`config.mk`:
```
export PLATFORM = sky130hd
export DESIGN_NAME = mouse_analog_emu
export DESIGN_NICKNAME = d
export VERILOG_FILES = /design/src/rtl/mouse_analog_emu.sv
export SDC_FILE = /design/constraint.sdc
export NUM_CORES = 1
export LEC_CHECK = 0
export BUFFER_PORTS_ARGS = -buffer_cell sky130_fd_sc_hd__buf_4
export CAP_MARGIN = 20
export CORE_MARGIN = 5
export CORE_UTILIZATION = 35
export DETAILED_ROUTE_END_ITERATION = 7
export MAX_ROUTING_LAYER = met4
export PLACE_DENSITY = 0.6
export SETUP_SLACK_MARGIN = 0.05
export SLEW_MARGIN = 10
export SYNTH_ARGS = -nofsm -noshare
export SYNTH_HDL_FRONTEND = slang
export SYNTH_SLANG_ARGS = --single-unit
```
`constraint.sdc`:
```
create_clock -name i_clk_sys -period 3.5 [get_ports i_clk_sys]
set_input_delay 0.7 -clock i_clk_sys [delete_from_list [all_inputs] [get_ports i_clk_sys]]
set_output_delay 0.7 -clock i_clk_sys [all_outputs]
set_load 0.02 [all_outputs]
```
`src/rtl/mouse_analog_emu.sv`:
```
// Mouse-to-analog-stick emulator: integrates PS/2 mouse deltas into signed,
// saturating X/Y axes on one selectable controller port. The mouse buttons
// replace that port's fire bits [5:4]. Optional spring-return recentring.
module mouse_analog_emu #(
    parameter int NUM_PORTS   = 2,
    parameter int AXIS_W      = 8,
    parameter int DELTA_MAX   = 10,
    parameter int RC_DIV_LOG2 = 16,
    parameter int PSEL_W      = (NUM_PORTS > 1) ? $clog2(NUM_PORTS) : 1
) (
    input  logic                          i_clk_sys,
    input  logic                          i_reset,
    input  logic [24:0]                   i_ps2_mouse,
    input  logic [1:0]                    i_sens,
    input  logic [PSEL_W-1:0]             i_port_sel,
    input  logic                          i_recenter_en,
    input  logic                          i_cpu_halt,
    input  logic [NUM_PORTS*16-1:0]       i_joya,
    input  logic [NUM_PORTS*16-1:0]       i_joy,
    output logic [NUM_PORTS*AXIS_W-1:0]   o_ax_out,
    output logic [NUM_PORTS*AXIS_W-1:0]   o_ay_out,
    output logic [NUM_PORTS*16-1:0]       o_joy_out,
    output logic [NUM_PORTS-1:0]          o_emu_act
);

    localparam logic signed [AXIS_W-1:0]   A_MAX = {1'b0, {(AXIS_W-1){1'b1}}};
    localparam logic signed [AXIS_W-1:0]   A_MIN = {1'b1, {(AXIS_W-1){1'b0}}};
    localparam logic signed [AXIS_W-1:0]   A_ONE = AXIS_W'(1);
    localparam logic signed [AXIS_W+1:0]   N_MAX = (AXIS_W+2)'(A_MAX);
    localparam logic signed [AXIS_W+1:0]   N_MIN = (AXIS_W+2)'(A_MIN);

    logic signed [AXIS_W-1:0]  r_acc_x [NUM_PORTS];
    logic signed [AXIS_W-1:0]  r_acc_y [NUM_PORTS];
    logic [NUM_PORTS-1:0]      r_emu;
    logic                      r_stb_q;
    logic                      r_primed;
    logic [PSEL_W-1:0]         r_psel_q;
    logic [RC_DIV_LOG2-1:0]    r_prescaler;

    logic                      w_event;
    logic                      w_switch;
    logic                      w_tick;
    logic [NUM_PORTS-1:0]      w_ovr;
    logic signed [AXIS_W+1:0]  w_dx;
    logic signed [AXIS_W+1:0]  w_dy;
    logic                      w_unused_ps2;

    // Sign-extend the 9-bit delta, apply sensitivity shift, clamp magnitude.
    function automatic logic signed [AXIS_W+1:0] f_delta(input logic sgn,
                                                         input logic [7:0] raw,
                                                         input logic [1:0] sh);
        logic signed [8:0] d;
        int v;
        d = {sgn, raw};
        v = int'(d >>> sh);
        if (v > DELTA_MAX)
            v = DELTA_MAX;
        else if (v < -DELTA_MAX)
            v = -DELTA_MAX;
        return (AXIS_W+2)'(v);
    endfunction

    // Two guard bits keep acc + delta exact before saturating to AXIS_W.
    function automatic logic signed [AXIS_W-1:0] f_add_sat(input logic signed [AXIS_W-1:0] acc,
                                                           input logic signed [AXIS_W+1:0] dc);
        logic signed [AXIS_W+1:0] n;
        n = (AXIS_W+2)'(acc) + dc;
        if (n > N_MAX)
            return A_MAX;
        else if (n < N_MIN)
            return A_MIN;
        else
            return AXIS_W'(n);
    endfunction

    // One LSB toward zero; zero stays zero.
    function automatic logic signed [AXIS_W-1:0] f_step(input logic signed [AXIS_W-1:0] acc);
        if (acc == '0)
            return acc;
        else if (acc[AXIS_W-1])
            return acc + A_ONE;
        else
            return acc - A_ONE;
    endfunction

    // Native 8-bit analog value sign-extended or truncated to the axis width.
    function automatic logic [AXIS_W-1:0] f_pass(input logic [7:0] v);
        int sv;
        sv = int'(signed'(v));
        return AXIS_W'(sv);
    endfunction

    assign w_event      = r_primed && (r_stb_q != i_ps2_mouse[24]);
    assign w_switch     = (i_port_sel != r_psel_q);
    assign w_tick       = &r_prescaler;
    assign w_dx         = f_delta(i_ps2_mouse[4], i_ps2_mouse[15:8],  i_sens);
    assign w_dy         = f_delta(i_ps2_mouse[5], i_ps2_mouse[23:16], i_sens);
    assign w_unused_ps2 = ^{i_ps2_mouse[7:6], i_ps2_mouse[3:2]};

    // Per-port override: native stick deflected or CPU halted.
    always_comb begin
        w_ovr = '0;
        for (int unsigned p = 0; p < NUM_PORTS; p++)
            w_ovr[p] = i_cpu_halt || (i_joya[p*16 +: 16] != 16'h0000);
    end

    // Strobe edge detect, port tracking, prescaler and per-port accumulators.
    always_ff @(posedge i_clk_sys or posedge i_reset) begin
        if (i_reset) begin
            r_stb_q     <= 1'b0;
            r_primed    <= 1'b0;
            r_psel_q    <= '0;
            r_prescaler <= '0;
            r_emu       <= '0;
            for (int unsigned p = 0; p < NUM_PORTS; p++) begin
                r_acc_x[p] <= '0;
                r_acc_y[p] <= '0;
            end
        end else begin
            r_stb_q     <= i_ps2_mouse[24];
            r_primed    <= 1'b1;
            r_psel_q    <= i_port_sel;
            r_prescaler <= r_prescaler + 1'b1;
            for (int unsigned p = 0; p < NUM_PORTS; p++) begin
                if (w_ovr[p] || w_switch) begin
                    r_emu[p]   <= 1'b0;
                    r_acc_x[p] <= '0;
                    r_acc_y[p] <= '0;
                end else if (w_event && (r_psel_q == PSEL_W'(p))) begin
                    r_emu[p]   <= 1'b1;
                    r_acc_x[p] <= f_add_sat(r_acc_x[p], w_dx);
                    r_acc_y[p] <= f_add_sat(r_acc_y[p], w_dy);
                end else if (w_tick && i_recenter_en && !w_event && r_emu[p]) begin
                    r_acc_x[p] <= f_step(r_acc_x[p]);
                    r_acc_y[p] <= f_step(r_acc_y[p]);
                end
            end
        end
    end

    // Output mux: emulated axes and mouse buttons on active ports, else native.
    always_comb begin
        o_ax_out  = '0;
        o_ay_out  = '0;
        o_joy_out = '0;
        for (int unsigned p = 0; p < NUM_PORTS; p++) begin
            if (r_emu[p]) begin
                o_ax_out[p*AXIS_W +: AXIS_W] = r_acc_x[p];
                o_ay_out[p*AXIS_W +: AXIS_W] = r_acc_y[p];
                o_joy_out[p*16 +: 16]        = {i_joy[p*16+6 +: 10], i_ps2_mouse[1:0],
                                                i_joy[p*16 +: 4]};
            end else begin
                o_ax_out[p*AXIS_W +: AXIS_W] = f_pass(i_joya[p*16 +: 8]);
                o_ay_out[p*AXIS_W +: AXIS_W] = f_pass(i_joya[p*16+8 +: 8]);
                o_joy_out[p*16 +: 16]        = i_joy[p*16 +: 16];
            end
        end
    end

    assign o_emu_act = r_emu;

endmodule

```
# Yosys cells after proc, flatten, opt, wreduce, memory -nomap -nowiden
# Index checks and enable logic that the tools add are counted.
# op_classes
n_addsub	13
magnitude_cmp	12
n_eq_ne	6
n_shift	2
muxes	42
n_bitwise	1
n_reduce_logical	27
# ops
operator	count
$mux W8	32
$gt A32 B5 Y1 const B	2
$lt A32 B5 Y1 const B	2
$sshr A9 B2 Y32	2
$add A8 B10 Y10	4
$gt A10 B8 Y1 const B	4
$lt A10 B8 Y1 const B	4
$mux W10	4
$add A8 B2 Y8 const B	4
$logic_not A8 Y1	4
$reduce_bool A16 Y1	2
$sub A8 B2 Y8 const B	4
$add A16 B1 Y16 const B	1
$reduce_and A16 Y1	1
$mux W6	2
$ne A3 B3 Y1 const B	4
$reduce_and A2 Y1	4
$logic_and A1 B1 Y1	7
$reduce_bool A3 Y1	2
$logic_or A1 B1 Y1	4
$mux W1	4
$reduce_bool A2 Y1	2
$ne A1 B1 Y1	2
$logic_not A1 Y1	1
$not A1 Y1	1
# totals
reg_bits	53

# Logic depth before layout (Yosys ltp)
# logic_depth
depth_word	10
depth_mapped	22
ltp_nobuf	20

# Worst setup path after synthesis
# OpenSTA, ideal clock, no wires.
# synth_path
path_type	input-to-reg
from	in i_sens[1]
to	reg r_acc_y[0] in the netlist's numbering
setup_ns	0.118
t_arrival_ns	4.196
required_ns	3.382
path_slack_ns	-0.814
path_stages	22
path_buffers	2
cell_sequence	buf_6 -> buf_2 -> mux2_2 -> nor2_1 -> a21oi_1 -> a21oi_1 -> nor2_1 -> nor3_1 -> a21oi_1 -> a21oi_1 -> ha_1 -> inv_1 -> fa_1 -> nor2b_1 -> o221ai_1 -> a41o_1 -> a211oi_2 -> xnor2_1 -> a311o_1 -> nand2_1 -> a221oi_1 -> a21o_1
# synth_via
elab_chain_cells	10
# synth_lines
element	line	text
start, declared	14	input logic [1:0] i_sens,
$sshr A9 B2 Y32 *	55	v = int'(d >>> sh);
$lt A32 B5 Y1	58	else if (v < -DELTA_MAX)
$mux W10	58	
$mux W10 *	56	if (v > DELTA_MAX)
$add A8 B10 Y10 *	67	n = (AXIS_W+2)'(acc) + dc;
$lt A10 B8 Y1	70	else if (n < N_MIN)
$mux W8	70	
$mux W8 *	68	if (n > N_MAX)
$mux W8 *	129	end else if (w_event && (r_psel_q == PSEL_W'(p))) begin
$mux W8 *	125	if (w_ovr[p] || w_switch) begin
end signal, assigned by index	132	r_acc_y[p] <= f_add_sat(r_acc_y[p], w_dy);
end signal, assigned by index	135	r_acc_y[p] <= f_step(r_acc_y[p]);
end, declared	33	logic signed [AXIS_W-1:0] r_acc_y [NUM_PORTS];
# Mark *: on every way between the ends. The rest lies on a longest branch, timed or not.
# A chain may end at the register's enable or synchronous reset.

# Worst setup path after layout
# layout_path
from	in i_sens[1]
to	reg r_acc_y[9] in the netlist's numbering
# The elaborated chain is that of the path after synthesis.

==> out/qor.csv <==
metric,value,unit
outcome,"finished, violations left",
failing checks,setup timing,
starting density of the core,35.72,%
port bufs,101,
Post-synth EDFFs,0,
initial antenna violation count,0,
clock tree buffer depth,2,
Avg WL per Cell,16.52,um
DRC Markers,0,
Power Density,187.0,nW/um^2
Placed Cells,1176,
Fin. Hold Viols,0,
HPWL Detailed,15.27,mm
Clock Sinks,53,
count of boundary I/O pins,162,
f_max,254.3,MHz
Hold Crit Class,register to register,
core area,18770,sq um
First DRT Iteration DRCs,337,
cells after synthesis,808,
hold slack,0.4496,ns
largest net degree at the start of global routing,54,
CP Class,primary input to register,
main combinational cell family by area after synthesis,compound AO/OA/AOI/OAI gates,
Compound-Gate Fraction of Synth Area,23.25,%
Final Skew,0.004549,ns
CTS HTree Levels,2,
Design Power,1.715,mW
Max-Cap Viols,0,
share of layout cells above drive strength 1,41.10,%
synthesized net count,973,
Inserted Clock Buffers,5,
row cnt,50,
Yosys top cell by area,dfrtp_1,
Worst-Skew Late Latency,0.30,ns
Final ANT Viol Nets,0,
hold_buf cts,0,
Die Ht,148.4,um
Syn. warnings,0,
leakage,4.237,nW
startpoint types,primary input,
Final #Nets,1142,
via count,6549,
Critical Path End Type,register,
Total GRT Usage,17.90,%
Post-Synth Adder-Cell Area,14.26,%
n_diodes,0,
fin crit share,112.4,%
Least-Margin Pin Slew,0.7587,ns
synth cell count leaders,"nand2_1 (77), a21oi_1 (62), ha_1 (61), dfrtp_1 (53), nor2_1 (45)",
Area contributors post-synth,"dfrtp_1 (20%), ha_1 (11%), mux2_2 (6.9%)",
Synth-to-Final Area Change,36.80,%
vias in the first global route,6429,
crit path time final,3.933,ns
Worst Path Required,3.68,ns
CTS tree,built,
main flop type after synthesis,dfrtp_1,
clock transition at the registers of the reported paths,0.08,ns
syn_area_per_cell,8.297,sq um
WL final,20.02,mm
final setup margin,-0.4328,ns
simple-gate share of the synthesized area,17.60,%
routability cong.,0.8425,
fin. max-slew vios,0,
xor/xnor cell area share of the yosys netlist,7.839,%
RSZ-0062 raised after global routing,true,
part of the Yosys area used for sequential elements,19.78,%
most frequent cell after synthesis,nand2_1,
share of the synthesized area in the top cell type,19.78,%
Layout Cells excl Fill,1212,
dpl ws,-0.9618,ns
Slew headroom,49.42,%
Synth Cell Area,6704,sq um
Via density,5.403,
DIE AREA,22020,sq um
Final Util,48.87,%
Unique masters post-synth,77,
grt total ovfl,0,
worst-path maximum fanout,8,
mux cell area share after synthesis,9.406,%
1st-pass router iterations,5,
die width,148.4,um
WP data arrival,4.11,ns
first-pass GRT wire length,32.06,mm
worst-case vdd ir drop,0.1977,mV
root buf cell,clkbuf_16,
synthesis-stage register bit count,53,
Worst R2R Setup Slack,0.45,ns
async set-reset flop share out of synthesis,100.0,%
"Setup violations, final",29,
placed cells by master, fill, tap and decap left out, drive strengths merged, types with 5 or more instances in the layout:
cell	instances
nor3	12
xor2	19
nand2b	14
a221oi	7
nand4	10
a32o	6
buf	225
o22ai	5
clkbuf	5
o21ai	41
mux2	43
xnor2	41
nand3	14
nor2b	23
a31oi	6
o21a	10
and3	6
dfrtp	53
a21oi	63
fa	8
ha	61
mux2i	9
nor4	16
inv	45
a21o	30
o221ai	6
a211oi	14
and2	5
nor2	46
nand2	77
kinds of logic after synthesis:
family          after synthesis
compound gates              224
xor+xnor                     60
fa+ha+maj                    72
other cells                   1
flops                        53
mux                          54
buf+inv                     106
simple gates                238
state kept, by name, summed over array words and instances (netlist names):
name         cells
r_acc_x         16
r_acc_y         16
r_prescaler     16
o_emu_act        2
r_primed         1
r_psel_q         1
r_stb_q          1
per-layer routing:
metal,wire length [um],track usage (%)
met3,884,2.407
met1,9810,24.83
met2,8918,27.91
met5,0,-
met4,408,4.111
cell type report:
type | count | area [sq um]
tap | 234 | 292.8
timing repair buffer | 225 | 1762
clock buffer | 5 | 125.1
fill | 1736 | 9597
sequential | 53 | 1326
clock inverter | 3 | 28.78
inverter | 43 | 163.9
multi-input combinational | 649 | 5473
report_power, final:
group	leakage, nW	switching (mW)	internal, mW
clock	0.0767	0.258	0.277
sequential	0.719	0.00175	0.613
combinational	3.44	0.285	0.280
total	4.24	0.546	1.17
worst max-delay path: stages:
cell and delay, ns:
buf_12 0.12, mux2_4 0.33, nor2_4 0.09, a21oi_2 0.05, a21oi_2 0.15, nor2_2 0.05
nor3_2 0.17, a21oi_2 0.07, a21oi_2 0.19, buf_4 0.16, ha_4 0.12, inv_2 0.03
fa_2 0.36, nor2b_4 0.15, o221ai_4 0.19, a311oi_4 0.17, nand3b_1 0.21, o211ai_1 0.16
a21oi_2 0.12, nor2b_1 0.15, o311ai_1 0.29, nand2_1 0.08
per-stage QoR:
| stage | setup TNS [ns] | area [sq um] |
|---|---|---|
| 6_report | -8.538 | 9171 |
| 5_1_grt | -13.27 | 9171 |
| 4_1_cts | -9.005 | 8807 |
| 3_5_place_dp | -24.69 | 8220 |
| 3_3_place_gp | -22.36 | 8220 |
| 2_1_floorplan | -12.14 | 6829 |
path summary, 6_finish.rpt:
check                                from             end  depth (start not counted)
max in group asynchronous         i_reset     r_acc_y[12]                          3
min in group asynchronous         i_reset      r_acc_x[4]                          3
setup / recovery                i_sens[1]      r_acc_y[9]                         22
setup reg to reg               r_acc_x[6]      r_acc_x[1]                          9
hold reg to reg            r_prescaler[0]  r_prescaler[0]                          1
hold / removal             r_prescaler[0]  r_prescaler[0]                          1
what timing repair did:
action,in CTS,in global routing
pin swaps,69,45
endpoints found under the setup margin,32,32
buffers inserted,21,10
gates resized for setup,65,66
No activity file was read; power rests on OpenSTA's default activity.
